**config.mk**
```make
export PLATFORM = sky130hd
export DESIGN_NAME = issue_window_core
export DESIGN_NICKNAME = d
export VERILOG_FILES = /design/src/rtl/issue_window_core.sv
export SDC_FILE = /design/constraint.sdc
export NUM_CORES = 1
export LEC_CHECK = 0
export BUFFER_PORTS_ARGS = -buffer_cell sky130_fd_sc_hd__buf_4
export CAP_MARGIN = 20
export CELL_PAD_IN_SITES_DETAIL_PLACEMENT = 1
export CELL_PAD_IN_SITES_GLOBAL_PLACEMENT = 2
export CORE_MARGIN = 2
export CORE_UTILIZATION = 31
export CTS_BUF_LIST = sky130_fd_sc_hd__clkbuf_4
export CTS_CLUSTER_DIAMETER = 120
export CTS_CLUSTER_SIZE = 25
export DETAILED_ROUTE_END_ITERATION = 10
export GPL_ROUTABILITY_DRIVEN = 0
export PLACE_DENSITY = 0.74
export SYNTH_ARGS = -nofsm -noshare
export SYNTH_HDL_FRONTEND = slang
export SYNTH_SLANG_ARGS = --single-unit
export TNS_END_PERCENT = 50
```
**constraint.sdc**
```tcl
create_clock -name clk -period 2.7 [get_ports clk]
set_input_delay 0.54 -clock clk [delete_from_list [all_inputs] [get_ports clk]]
set_output_delay 0.54 -clock clk [all_outputs]
set_load 0.05 [all_outputs]
```
**src/rtl/issue_window_core.sv**
```systemverilog
// issue_window_core: 4-entry age-ordered issue window. Slot 0 holds the oldest entry and valid slots are always contiguous.
// Latency: a dispatch accepted at edge N is visible after edge N. Wakeup, pick removal and compaction all land on the same edge.
// Backpressure: d_ready drops when the window is full or a flush is active. ISSUE_WINDOW_FULL_BYPASS_EN lets a full window accept a dispatch in a cycle that also picks.
// Ports:
//   clk, reset (async, active-high); snoop_hit, bco_valid: flush inputs
//   d_*  : dispatch request/handshake and micro-op fields
//   wb_* : writeback wakeup broadcast; pick_en / pick_fwd_*: picker consumption and forward hints
//   o_*  : registered per-slot state, slot j at bits [4j+3:4j] for tags; o_count = occupancy
module issue_window_core (
  input  logic        clk,
  input  logic        reset,
  input  logic        snoop_hit,
  input  logic        bco_valid,
  input  logic        d_valid,
  output logic        d_ready,
  input  logic [3:0]  d_src0_rob,
  input  logic [3:0]  d_src1_rob,
  input  logic [3:0]  d_dst_rob,
  input  logic        d_src0_rdy,
  input  logic        d_src1_rdy,
  input  logic        d_branch,
  input  logic        d_load,
  input  logic        d_store,
  input  logic        d_pipe_alu,
  input  logic        d_pipe_mul,
  input  logic        d_pipe_mem,
  input  logic        d_pipe_bru,
  input  logic        wb_valid,
  input  logic [3:0]  wb_rob,
  input  logic [3:0]  pick_en,
  input  logic [3:0]  pick_fwd_src0,
  input  logic [3:0]  pick_fwd_src1,
  output logic [3:0]  o_valid,
  output logic [15:0] o_src0_rob,
  output logic [15:0] o_src1_rob,
  output logic [15:0] o_dst_rob,
  output logic [3:0]  o_src0_rdy,
  output logic [3:0]  o_src1_rdy,
  output logic [3:0]  o_branch,
  output logic [3:0]  o_load,
  output logic [3:0]  o_store,
  output logic [3:0]  o_pipe_alu,
  output logic [3:0]  o_pipe_mul,
  output logic [3:0]  o_pipe_mem,
  output logic [3:0]  o_pipe_bru,
  output logic [2:0]  o_count
);

  typedef struct packed {
    logic [3:0] src0;
    logic [3:0] src1;
    logic [3:0] dst;
    logic       src0_rdy;
    logic       src1_rdy;
    logic       branch;
    logic       load;
    logic       store;
    logic       alu;
    logic       mul;
    logic       mem;
    logic       bru;
  } ent_t;

  ent_t       r_ent [4];
  logic [3:0] r_valid;
  logic [2:0] r_count;

  logic       w_flush;
  logic       w_accept;
  logic [3:0] w_pick_vld;
  logic       w_pick_hit;
  logic [1:0] w_pick_idx;
  logic [2:0] w_cnt_rm;
  logic [2:0] w_cnt_next;
  logic [3:0] w_valid_next;
  ent_t       w_new;
  ent_t       w_woke [5];
  ent_t       w_next [4];

  assign w_flush = snoop_hit | bco_valid;

`ifdef ISSUE_WINDOW_FULL_BYPASS_EN
  // A full window can only pick a valid slot, so any pick frees room for the dispatch.
  assign d_ready = ~w_flush & ((r_count != 3'd4) | (|pick_en));
`else
  assign d_ready = ~w_flush & (r_count != 3'd4);
`endif

  assign w_accept   = d_valid & d_ready;
  // Picks on empty slots are dropped so they cannot corrupt the count.
  assign w_pick_vld = pick_en & r_valid;
  assign w_pick_hit = |w_pick_vld;
  assign w_cnt_rm   = r_count - {2'b00, w_pick_hit};
  assign w_cnt_next = w_cnt_rm + {2'b00, w_accept};

  // Wakeup on the current slots. Invalid slots are held at zero and must stay that way.
  always_comb begin
    for (int j = 0; j < 4; j++) begin
      w_woke[j] = r_ent[j];
      if (r_valid[j]) begin
        if (pick_fwd_src0[j] | (wb_valid & (r_ent[j].src0 == wb_rob))) w_woke[j].src0_rdy = 1'b1;
        if (pick_fwd_src1[j] | (wb_valid & (r_ent[j].src1 == wb_rob))) w_woke[j].src1_rdy = 1'b1;
      end
    end
    // Zero entry that shifts into the top slot on removal.
    w_woke[4] = '0;
  end

  always_comb begin
    w_pick_idx = 2'd0;
    for (int j = 3; j >= 0; j--) begin
      if (w_pick_vld[j]) w_pick_idx = 2'(j);
    end
  end

  // The new entry sees the same-cycle writeback but not forward hints.
  always_comb begin
    w_new          = '0;
    w_new.src0     = d_src0_rob;
    w_new.src1     = d_src1_rob;
    w_new.dst      = d_dst_rob;
    w_new.src0_rdy = d_src0_rdy | (wb_valid & (d_src0_rob == wb_rob));
    w_new.src1_rdy = d_src1_rdy | (wb_valid & (d_src1_rob == wb_rob));
    w_new.branch   = d_branch;
    w_new.load     = d_load;
    w_new.store    = d_store;
    w_new.alu      = d_pipe_alu;
    w_new.mul      = d_pipe_mul;
    w_new.mem      = d_pipe_mem;
    w_new.bru      = d_pipe_bru;
  end

  // Compaction, then insert at the post-removal tail.
  always_comb begin
    for (int j = 0; j < 4; j++) begin
      if (w_pick_hit && (2'(j) >= w_pick_idx)) w_next[j] = w_woke[j+1];
      else                                     w_next[j] = w_woke[j];
      if (w_accept && (w_cnt_rm == 3'(j)))     w_next[j] = w_new;
      w_valid_next[j] = (3'(j) < w_cnt_next);
    end
  end

  always_ff @(posedge clk or posedge reset) begin
    if (reset) begin
      for (int j = 0; j < 4; j++) r_ent[j] <= '0;
      r_valid <= 4'b0000;
      r_count <= 3'd0;
    end else if (w_flush) begin
      for (int j = 0; j < 4; j++) r_ent[j] <= '0;
      r_valid <= 4'b0000;
      r_count <= 3'd0;
    end else begin
      for (int j = 0; j < 4; j++) r_ent[j] <= w_next[j];
      r_valid <= w_valid_next;
      r_count <= w_cnt_next;
    end
  end

  assign o_valid = r_valid;
  assign o_count = r_count;

  for (genvar g = 0; g < 4; g++) begin : g_flat
    assign o_src0_rob[4*g +: 4] = r_ent[g].src0;
    assign o_src1_rob[4*g +: 4] = r_ent[g].src1;
    assign o_dst_rob[4*g +: 4]  = r_ent[g].dst;
    assign o_src0_rdy[g]        = r_ent[g].src0_rdy;
    assign o_src1_rdy[g]        = r_ent[g].src1_rdy;
    assign o_branch[g]          = r_ent[g].branch;
    assign o_load[g]            = r_ent[g].load;
    assign o_store[g]           = r_ent[g].store;
    assign o_pipe_alu[g]        = r_ent[g].alu;
    assign o_pipe_mul[g]        = r_ent[g].mul;
    assign o_pipe_mem[g]        = r_ent[g].mem;
    assign o_pipe_bru[g]        = r_ent[g].bru;
  end

endmodule
```
---- Word level (Yosys, flattened, before mapping) ----
Cells that the tools add are included.
operators by class
  add/subtract/negate cells ............... 2
  magnitude comparators ................... 8
  eq/ne operators ......................... 14
  mux-type cells .......................... 27
  bitwise gates (word level) .............. 25
  reductions and logical operators ........ 19
operator list
  operator            count
  $mux 21             8
  $mux 84             1
  $eq 4x4->1          10
  $mux 2              8
  $and 1x1->1         12
  $reduce_bool 3->1   4
  $reduce_bool 4->1   3
  $or 1x1->1          11
  $logic_and 1x1->1   8
  $mux 1              8
  $eq 3x2->1 const B  2
  $lt 1x3->1 const A  2
  $lt 2x3->1 const A  2
  $and 4x4->4         1
  $ge 1x2->1 const A  2
  $ge 2x2->1 const A  2
  $mux 4              1
  $reduce_and 2->1    2
  $reduce_or 4->1     1
  $add 3x1->3         1
  $eq 3x1->1 const B  1
  $logic_not 3->1     1
  $mux 3              1
  $ne 3x3->1 const B  1
  other kinds (2)     2
storage, ports and cells
  bits in registers ....................... 91
  input port bits ......................... 43
  output and inout port bits .............. 92
  logic and storage cells ................. 145

---- Depth between registers and ports, before layout ----
Gate-level depths: netlist of run 1.
  depth in word-level cells ............... 10
  depth in mapped cells ................... 11

---- Worst setup path before layout of run 1 ----
No wires, ideal clock.
  kind .................................... register to register
  from .................................... register r_valid[1], in the netlist o_valid[1]
  to ...................................... register o_dst_rob[10] (netlist name)
  data arrival time ....................... 2874 ps
  path slack .............................. -324 ps
  cell stages (with the launch flop) ...... 12
  buffers on the path ..................... 1
  period minus slack after synthesis ...... 3024 ps
  cells stage by stage .................... dfrtp_1 > a22oi_2 > nand2_1 > a21o_1 > ha_1 > ha_1 > xor2_2 > nor4b_4 > nand3_2 > buf_4 > nor2_1 > a211oi_2
on the way
  cells in the longest elaborated chain, start to end .. 7
  elaborated cells on any way between the ends .. 12
  classes of those cells .................. 1 x add/sub; 1 x order compare; 1 x eq/ne; 4 x mux; 1 x bitwise; 4 x reduce/logical
RTL lines
  item                    line  text
  from (decl)             65    logic [3:0] r_valid;
  from (signal assigned)  154   r_valid <= w_valid_next;
  $and 4x4->4 (*)         91    assign w_pick_vld = pick_en & r_valid;
  $reduce_or 4->1         92    assign w_pick_hit = |w_pick_vld;
  $sub 3x1->3             93    assign w_cnt_rm = r_count - {2'b00, w_pick_hit};
  $eq 3x2->1              138   if (w_accept && (w_cnt_rm == 3'(j))) w_next[j] = w_new;
  $logic_and 1x1->1       138
  $mux 21                 138
  $mux 84                 148   end else if (w_flush) begin
Every way passes the cells marked *; elsewhere a longest branch is shown, timed or not.
A chain may end at the register's enable or synchronous reset.

---- Worst setup path after layout of run 1 ----
  from .................................... register r_valid[1], in the netlist o_valid[1]
  to ...................................... register o_src0_rob[5] (netlist name)
on the way
  cells in the longest elaborated chain, start to end .. 7
  elaborated cells on any way between the ends .. 12
  classes of those cells .................. 1 x add/sub; 1 x order compare; 1 x eq/ne; 4 x mux; 1 x bitwise; 4 x reduce/logical
RTL lines
  item               line
  $and 4x4->4 (*)    91
  $reduce_or 4->1    92
  $sub 3x1->3        93
  $eq 3x1->1         138
  $logic_and 1x1->1  138
  $mux 21            138
  $mux 84            148
Marks and branches as above.

==> results of run 1 <==
==> metal layers <==
| metal | track usage, % | wire [µm] | up-vias |
|---|---|---|---|
| li1 | - | - | 1978 |
| met1 | 27.20 | 8071 | 2197 |
| met2 | 31.79 | 8447 | 103 |
| met3 | 3.425 | 805 | 13 |
| met4 | 5.437 | 241 | 0 |
| met5 | 0 | 0 | - |
==> logic make-up (layout without fill, tap and decap cells) <==
logic type	count (synthesis)	after routing	share of synthesized area [%]
AOI/OAI and AO/OA	113	113	22.83
xor gates and xnor gates	43	43	7.415
adders and majority gates	4	4	0.9662
buffers and inverters	43	182	4.758
DFF	90	90	43.48
muxes	40	40	7.729
other	0	1	0
and+or+nand+nor	137	138	12.83
==> through the flow <==
stage	utilization, %	instance area, µm²	hold WS (ns)	TNS [ns]
2_1_floorplan	-	5493	0.6797	-6.385
3_3_place_gp	41.22	6787	0.5347	-9.797
3_5_place_dp	41.22	6787	0.5375	-12.66
4_1_cts	42.04	6923	0.2296	0
5_1_grt	42.12	6935	0.2631	0
6_report	42.12	6935	0.2174	0
==> flip-flops by register name, indices dropped and copies added, names as in the netlist <==
name and flops:
o_pipe_bru 4, o_src1_rdy 4, o_load 4, o_pipe_mem 4, o_src0_rob 16, o_valid 3
o_store 4, o_count 3, o_pipe_alu 4, o_dst_rob 16, o_src0_rdy 4, o_pipe_mul 4
o_branch 4, o_src1_rob 16
==> final cells by class <==
type / count / area share (%)
Antenna cell: 1 / 0.03608
Clock buffer: 9 / 0.9742
Clock inverter: 7 / 0.9922
Inverter: 5 / 0.3247
Multi-Input combinational cell: 338 / 42.32
Sequential cell: 90 / 32.51
Tap cell: 220 / 3.969
Timing Repair Buffer: 161 / 18.87
==> worst paths after layout <==
kind / endpoint / from / slack (ns)
min reg2reg: o_pipe_mem[3] / o_pipe_mem[3] / 0.57
max reg2reg: o_src0_rob[5] / o_valid[1] / 0.15
max in group asynchronous: o_src0_rob[5] / reset / 1.81
max: o_src0_rob[5] / o_valid[1] / 0.15
min: o_src0_rob[1] / reset / 0.22
min in group clk: o_dst_rob[13] / d_dst_rob[1] / 0.34
==> where the power goes <==
group / switching [µW] / internal, µW
clock: 506 / 281
combinational: 1480 / 846
sequential: 98.0 / 1450
total: 2090 / 2580
==> synthesized netlist by cell type (all sizes together) <==
master	instances	area share (%)
dfrtp	90	43
nor2	66	4.8
nand2	44	3.2
mux2i	40	7.7
a211oi	39	9.3
buf	26	3.5
xnor2	24	4.1
a22o	21	3.6
a311oi	19	5.5
xor2	19	3.4
nand3	14	1.7
clkbuf	12	0.87
a21oi	9	0.87
inv	5	0.36
o211ai	5	0.72
o21ai	5	0.48
ha	4	0.97
o22ai	4	0.48
nor3	3	0.51
o41ai	3	0.51
a31o	2	0.34
and2	2	0.24
nand3b	2	0.77
nor4	2	0.53
a21o	1	0.14
a22oi	1	0.24
a31oi	1	0.12
nand2b	1	0.12
nor3b	1	0.36
nor4b	1	0.46
o2111a	1	0.22
o2111ai	1	0.17
o21a	1	0.14
or2	1	0.17
==> critical path: stages, from the launching register on <==
cell	delay, ns
dfrtp_2	0.43
a22oi_2	0.22
nand2_2	0.08
a21o_1	0.17
ha_2	0.19
ha_4	0.17
xor2_4	0.17
nor4b_4	0.28
buf_4	0.20
nand3b_4	0.11
buf_12	0.19
nor2_1	0.13
a211oi_2	0.06
==> impl_metrics.env, run 1 <==
export IMPL_cp_arrival_ns=2.86
export IMPL_post_drt_wl_per_cell_um=21.14
export IMPL_drv_cap=0
export IMPL_grt_use_total_pct=19.65
export IMPL_n_fill_cell=1840
export IMPL_cp_required_ns=3.01
export IMPL_rows=47
export IMPL_synth_area_per_cell_um2=11.02
export IMPL_drt_iter0_drc=147
export IMPL_clockBufferDepth=2
export IMPL_ioPinCount=135
export IMPL_htree_levels=3
export IMPL_cts_inserted_buffers=9
export IMPL_postCtsSetupRepairBufs=0
export IMPL_path_clk_slew_ns=0.16
export IMPL_crit_fanout=24
export IMPL_worstSkewPairLatency_ns=0.47
export IMPL_finClkSkew_ns=0.02441
export IMPL_status="completed"
export IMPL_syn_nets=517
export IMPL_numPlacedInstances=813
export IMPL_yosysUniqueCellTypes=44
export IMPL_hpwl_um=12210
export IMPL_ff_latch_area_um2=2255
export IMPL_setup_slack_ns=0.1528
export IMPL_vias_per_cell=5.164
export IMPL_netlist_area_um2=5180
export IMPL_layout_cells_most_common="buf_4"
export IMPL_final_cell_count_no_fill=831
export IMPL_worstMarginPinSlew_ns=0.8795
export IMPL_crit_path_end_kind="flop"
export IMPL_vias=4291
export IMPL_multi_input_area_um2=2935
export IMPL_final_layout_size_suffix_gt1_share_pct=47.38
export IMPL_ctsResizeCount=0
export IMPL_final_nets=652
export IMPL_start_kind="flop"
export IMPL_r2r_worst_path_cells=12
export IMPL_ys_seq_elements=90
export IMPL_p_leak_uw=0.003024
export IMPL_route_detailed_drc=0
export IMPL_hp_class="in -> async"
export IMPL_fmax_mhz=392.6
export IMPL_wirelength_um=17570
export IMPL_setup_viol=0
export IMPL_design_power_total_uw=4666
export IMPL_yosysSeqAreaShare_pct=43.48
export IMPL_synthToLayoutAreaGrowth_pct=33.89
export IMPL_cts_hold_buf=0
export IMPL_ant_nets=0
export IMPL_syn_inst=470
export IMPL_finalCriticalPeriod_ns=2.547
export IMPL_dr_pass1_iters=4
export IMPL_yosysWarnings=0
export IMPL_power_density_nw_per_um2=672.7
export IMPL_drv_slew=0
export IMPL_grt_pass1_vias=4572
export IMPL_die_h_um=133.3
export IMPL_grt_pass1_wl_um=26950
export IMPL_dpl_worst_slack_ns=-0.2401
export IMPL_layout_common_cells="buf_4, dfrtp_1, nand2_1, mux2i_1, a211oi_2"
export IMPL_antenna_found_initial=1
export IMPL_path_class="reg -> reg"
export IMPL_relSlewSlack_pct=41.24
export IMPL_cts_sinks=90
export IMPL_die_area_um2=17760
export IMPL_min_period_over_period_pct=94.34
export IMPL_root_buffer="clkbuf_4"
export IMPL_hold_viol_final=0
export IMPL_grt_overflow_total=0
export IMPL_rsz0062_at_grt="false"
export IMPL_cts_tree="yes"
export IMPL_numPortBuffers=134
export IMPL_die_x_um=133.3
export IMPL_ir_drop_mv=0.4593
export IMPL_grt_max_degree=52
export IMPL_core_area_um2=16470
export IMPL_initial_core_util_pct=31.46
Note: power is estimated with default switching activity, not from simulation.
==> inputs of run 2 (changes only) <==
- CORE_MARGIN: 2 -> not set
==> run 2 against run 1 <==
  * Cell area up 0.11%
  * Via count up 1.2%
  * Clock skew down 0.0085 ns
  * Setup slack worse by 0.046 ns
  * Fmax down 1.8%
  * Clock power about the same
  * Sequential share of layout area about the same
  * Sequential power about the same
  * Utilization up 0.96 points
  * Hold slack worse by 0.068 ns
  * Wire length up 3.1%
==> impl_metrics.env, run 2 (same netlist as run 1, synthesis figures left out) <==
export IMPL_path_clk_slew_ns=0.14
export IMPL_layout_common_cells="buf_4, dfrtp_1, nand2_1, mux2i_1, a211oi_2"
export IMPL_hpwl_um=12450
export IMPL_wl_met2_um=8919
export IMPL_crit_family="simple AND/OR/NAND/NOR gates"
export IMPL_grt_overflow_total=0
export IMPL_p_leak_uw=0.003029
export IMPL_dr_pass1_iters=4
export IMPL_route_detailed_drc=0
export IMPL_rr_startpoint="o_valid[1]"
export IMPL_final_nets=654
export IMPL_initial_core_util_pct=32.14
export IMPL_highest_layer="met4"
export IMPL_die_x_um=131.3
export IMPL_internal_power_uw=2608
export IMPL_die_h_um=131.3
export IMPL_drv_slew=0
export IMPL_grt_pass1_vias=4687
export IMPL_status="completed"
export IMPL_final_layout_size_suffix_gt1_share_pct=47.79
export IMPL_ir_drop_mv=0.4260
export IMPL_setup_slack_ns=0.1063
export IMPL_worstSkewPairLatency_ns=0.48
export IMPL_finalCriticalPeriod_ns=2.594
export IMPL_path_depth=12
export IMPL_r2r_worst_path_cells=12
export IMPL_wl_met3_um=764
export IMPL_ant_nets=0
export IMPL_min_period_over_period_pct=96.06
export IMPL_wirelength_met1_um=8164
export IMPL_ioPinCount=135
export IMPL_layout_cells_most_common="buf_4"
export IMPL_crit_buf_inv=2
export IMPL_root_buffer="clkbuf_4"
export IMPL_fmax_mhz=385.6
export IMPL_vias=4344
export IMPL_cp_slowest_stage_delay_ns=0.45
export IMPL_power_frac_comb_pct=50.3
export IMPL_drt_iter0_drc=198
export IMPL_synthToLayoutAreaGrowth_pct=34.03
export IMPL_antenna_found_initial=1
export IMPL_crit_path_end_kind="flop"
export IMPL_path_class="reg -> reg"
export IMPL_hp_class="in -> async"
export IMPL_relSlewSlack_pct=46.33
export IMPL_crit_start="o_valid[1]"
export IMPL_worstMarginPinSlew_ns=0.8050
export IMPL_crit_fanout=14
export IMPL_vias_per_cell=5.246
export IMPL_hold_viol_final=0
export IMPL_die_area_um2=17230
export IMPL_grt_max_degree=42
export IMPL_power_frac_seq_pct=32.9
export IMPL_wirelength_um=18110
export IMPL_crit_path_top_delay_cell="dfrtp_2"
export IMPL_clockBufferDepth=2
export IMPL_cts_tree="yes"
export IMPL_cp_arrival_ns=2.93
export IMPL_numPortBuffers=134
export IMPL_dpl_worst_slack_ns=-0.3267
export IMPL_p_sw_share_pct=44.60
export IMPL_p_switching_uw=2100
export IMPL_finClkSkew_ns=0.01592
export IMPL_cp_required_ns=3.04
export IMPL_post_drt_wl_per_cell_um=21.87
export IMPL_power_density_nw_per_um2=678.2
export IMPL_cts_inserted_buffers=9
export IMPL_cts_sinks=90
export IMPL_design_area_um2=6943
export IMPL_drv_cap=0
export IMPL_clock_power_share_pct=16.8
export IMPL_rows=46
export IMPL_placed_area_um2=6777
export IMPL_core_area_um2=16120
export IMPL_setup_viol=0
export IMPL_start_kind="flop"
export IMPL_grt_use_total_pct=21.67
export IMPL_htree_levels=3
export IMPL_path_cells="a22oi_2 > nand2_2 > a21o_1 > ha_2 > ha_4 > xor2_4 > nor4b_4 > buf_4 > nand3b_4 > buf_12 > nor2_1 > a211oi_2"
export IMPL_grt_pass1_wl_um=28550
## run 2: layout make-up
class / count / area, µm²
fill: 1798 / 9173
multi-input combinational: 338 / 2947
sequential: 90 / 2255
timing repair buffer: 163 / 1315
tap: 216 / 270.3
clock buffer: 12 / 90.09
clock inverter: 3 / 41.29
inverter: 5 / 22.52
antenna: 1 / 2.502
## run 2: metal layers
metal / vias to the layer above / global-route usage, %
met5: - / 0
met4: 0 / 6.008
met3: 16 / 3.897
met2: 107 / 37.50
met1: 2251 / 27.57
li1: 1970 / -
## run 2: final timing paths
check / endpoint / slack, ns
worst max-delay path: o_branch[1] / 0.11
worst min-delay path: o_count[1] / 0.15
worst max register to register: o_branch[1] / 0.11
worst min register to register: o_pipe_alu[3] / 0.57
max in group asynchronous: o_pipe_mul[0] / 1.79
min in group clk: o_pipe_mem[1] / 0.33
## run 2: repair_timing
action / in CTS / in global routing
hold buffers: 0 / 0
gates resized for setup: 1 / 3
buffers inserted: 0 / 1
cloned: 1 / 0
pin swaps: 2 / 0
setup endpoints to repair: 23 / 25
## run 2: power groups by stage
stage | registers [µW] | clock network, µW | logic (µW)
floorplan | 1930 | 0 | 1270
global placement | 1570 | 0 | 2300
detailed placement | 1580 | 0 | 2350
CTS | 1550 | 820 | 2380
global route | 1560 | 863 | 2510
finish | 1550 | 790 | 2370
## run 2: stage by stage
step                TNS (ns)  total power [µW]  util [%]  hold WS, ns  std cells
floorplan             -6.385              3202         -       0.6797        470
global placement      -9.459              3878     42.05       0.5347        810
detailed placement    -14.67              3921     42.05       0.5247        810
CTS                        0              4753     42.97       0.1354        826
global route        -0.02085              4934     43.08       0.1520        828
finish                     0              4709     43.08       0.1497        828
==> inputs of run 3 (changes only) <==
- BUFFER_PORTS_ARGS: -buffer_cell sky130_fd_sc_hd__buf_4 -> -buffer_cell sky130_fd_sc_hd__buf_2
- clock period: 2.7 -> 2.1 ns (I/O delays scaled with it)
==> run 3 against run 2 <==
  * Critical endpoint is now o_pipe_bru[2]
  * Clock power grew 59%
  * Flip-flop and latch count unchanged
  * Clock-buffer cell count decreased by 3
  * Critical path type unchanged
  * Utilization increased by 0.96 points
  * Hold slack worse by 0.13 ns
  * Die area unchanged
  * Total power increased by 42%
  * Non-clock buffer count grew 20
  * Fmax shrank 0.68%
  * The flow now finishes with violations (setup timing)
  * Via count increased by 3.2%
  * Sequential share of layout area decreased by 0.70 points
==> impl_metrics.env, run 3 (same netlist as run 1, synthesis figures left out) <==
export IMPL_final_layout_size_suffix_gt1_share_pct=53.16
export IMPL_violations="setup timing"
export IMPL_htree_levels=3
export IMPL_rsz0062_at_grt="true"
export IMPL_grt_max_degree=91
export IMPL_cp_arrival_ns=2.95
export IMPL_die_area_um2=17230
export IMPL_power_frac_seq_pct=29.5
export IMPL_drt_iter0_drc=188
export IMPL_die_x_um=131.3
export IMPL_synthToLayoutAreaGrowth_pct=37.00
export IMPL_cts_inserted_buffers=9
export IMPL_final_nets=674
export IMPL_dr_pass1_iters=4
export IMPL_wirelength_um=19260
export IMPL_setup_viol=89
export IMPL_p_sw_share_pct=43.51
export IMPL_path_class="reg -> reg"
export IMPL_antenna_found_initial=0
export IMPL_cts_sinks=90
export IMPL_crit_fanout=10
export IMPL_layout_common_cells="buf_2, dfrtp_1, nand2_1, mux2i_1, a211oi_2"
export IMPL_fmax_mhz=382.9
export IMPL_ioPinCount=135
export IMPL_path_clk_slew_ns=0.16
export IMPL_cts_tree="yes"
export IMPL_p_leak_uw=0.003186
export IMPL_finalCriticalPeriod_ns=2.612
export IMPL_crit_path_end_kind="flop"
export IMPL_hold_viol_final=0
export IMPL_power_frac_comb_pct=51.6
export IMPL_finClkSkew_ns=0.02112
export IMPL_fin_hold_ws_ns=0.02214
export IMPL_p_switching_uw=2914
export IMPL_grt_use_total_pct=21.84
export IMPL_grt_overflow_total=0
export IMPL_drv_slew=0
export IMPL_rows=46
export IMPL_ant_nets=0
export IMPL_diodes=0
export IMPL_dpl_worst_slack_ns=-0.7937
export IMPL_grt_pass1_wl_um=28840
export IMPL_root_buffer="clkbuf_4"
export IMPL_internal_power_uw=3783
export IMPL_die_h_um=131.3
export IMPL_power_density_nw_per_um2=943.7
export IMPL_cts_hold_buf=0
export IMPL_vias=4483
export IMPL_drv_cap=0
export IMPL_start_kind="flop"
export IMPL_min_period_over_period_pct=124.4
export IMPL_relSlewSlack_pct=47.67
export IMPL_grt_pass1_vias=4818
export IMPL_cp_required_ns=2.44
export IMPL_route_detailed_drc=0
export IMPL_hpwl_um=12060
export IMPL_vias_per_cell=5.287
export IMPL_setup_slack_ns=-0.5115
export IMPL_layout_cells_most_common="buf_2"
export IMPL_worstMarginPinSlew_ns=0.7850
export IMPL_initial_core_util_pct=32.14
export IMPL_post_drt_wl_per_cell_um=22.72
export IMPL_core_area_um2=16120
export IMPL_worstSkewPairLatency_ns=0.48
export IMPL_hp_class="in -> async"
export IMPL_numPortBuffers=134
export IMPL_clock_power_share_pct=18.9
export IMPL_ir_drop_mv=0.5820
export IMPL_status="complete, but fails checks"
export IMPL_clockBufferDepth=2
-- run 3: cell count changes in the layout (fill, tap and decap cells not counted), sizes merged --
cell,change
buf,+16
bufinv,+2
clkbuf,+1
clkinv,+1
diode,-1
inv,+1
-- run 3: layout make-up --
| cell class | instances | area (µm²) |
|---|---|---|
| fill | 1814 | 9019 |
| inverter | 5 | 25.02 |
| timing repair buffer | 183 | 1277 |
| sequential | 90 | 2255 |
| tap | 216 | 270.3 |
| clock inverter | 7 | 115.1 |
| clock buffer | 9 | 67.56 |
| multi-input combinational | 338 | 3087 |
-- run 3: per-stage QoR --
step	TNS (ns)	power [µW]	std cells	util, %	instance area (µm²)
after CTS	-33.01	6528	842	42.75	6889
final	-35.11	6697	848	44.04	7097
after detailed placement	-55.72	5011	816	40.19	6476
after floorplan	-53.25	4131	470	-	5505
after global routing	-47.38	6984	848	44.04	7097
after global placement	-51.23	4953	816	40.19	6476
-- run 3: final timing paths --
| check | slack [ns] | to | from | depth (start not counted) |
|---|---|---|---|---|
| max | -0.51 | o_pipe_bru[2] | o_valid[1] | 12 |
| min | 0.02 | o_count[0] | reset | 3 |
| max reg2reg | -0.51 | o_pipe_bru[2] | o_valid[1] | 12 |
| min reg2reg | 0.56 | o_dst_rob[12] | o_dst_rob[12] | 1 |
| max in group asynchronous | 1.63 | o_dst_rob[4] | reset | 3 |
| min in group clk | 0.25 | o_branch[3] | d_branch | 2 |
-- run 3: routing by layer --
metal  vias up  track usage [%]  wire [µm]
met3        21            2.855        816
met1      2330            28.38       8445
li1       2009                -          -
met5         -                0          0
met2       123            37.83       9701
met4         0            6.202        299
-- run 3: repair_timing --
| item | in CTS | in global routing |
|---|---|---|
| resized for setup | 31 | 21 |
| buffers inserted | 8 | 0 |
| setup endpoints to repair | 90 | 90 |
| pin swaps | 17 | 3 |
| endpoints found under the hold margin | 0 | 0 |
| cloned | 3 | 6 |
-- run 3: power groups by stage --
stage,clock network (µW),registers [µW],logic [µW]
floorplan,0,2480,1650
global placement,0,2000,2950
detailed placement,0,2010,3000
CTS,1280,1970,3270
global route,1340,1990,3650
finish,1260,1970,3460
-- run 3: critical path: stages (launching register included) --
cell	delay (ns)
dfrtp_2	0.44
a22oi_2	0.26
nand2_2	0.09
a21o_1	0.17
ha_2	0.18
ha_4	0.17
xor2_4	0.15
nor4b_4	0.26
buf_6	0.17
nand3_4	0.16
clkbuf_16	0.24
nor2_1	0.12
a211oi_2	0.06
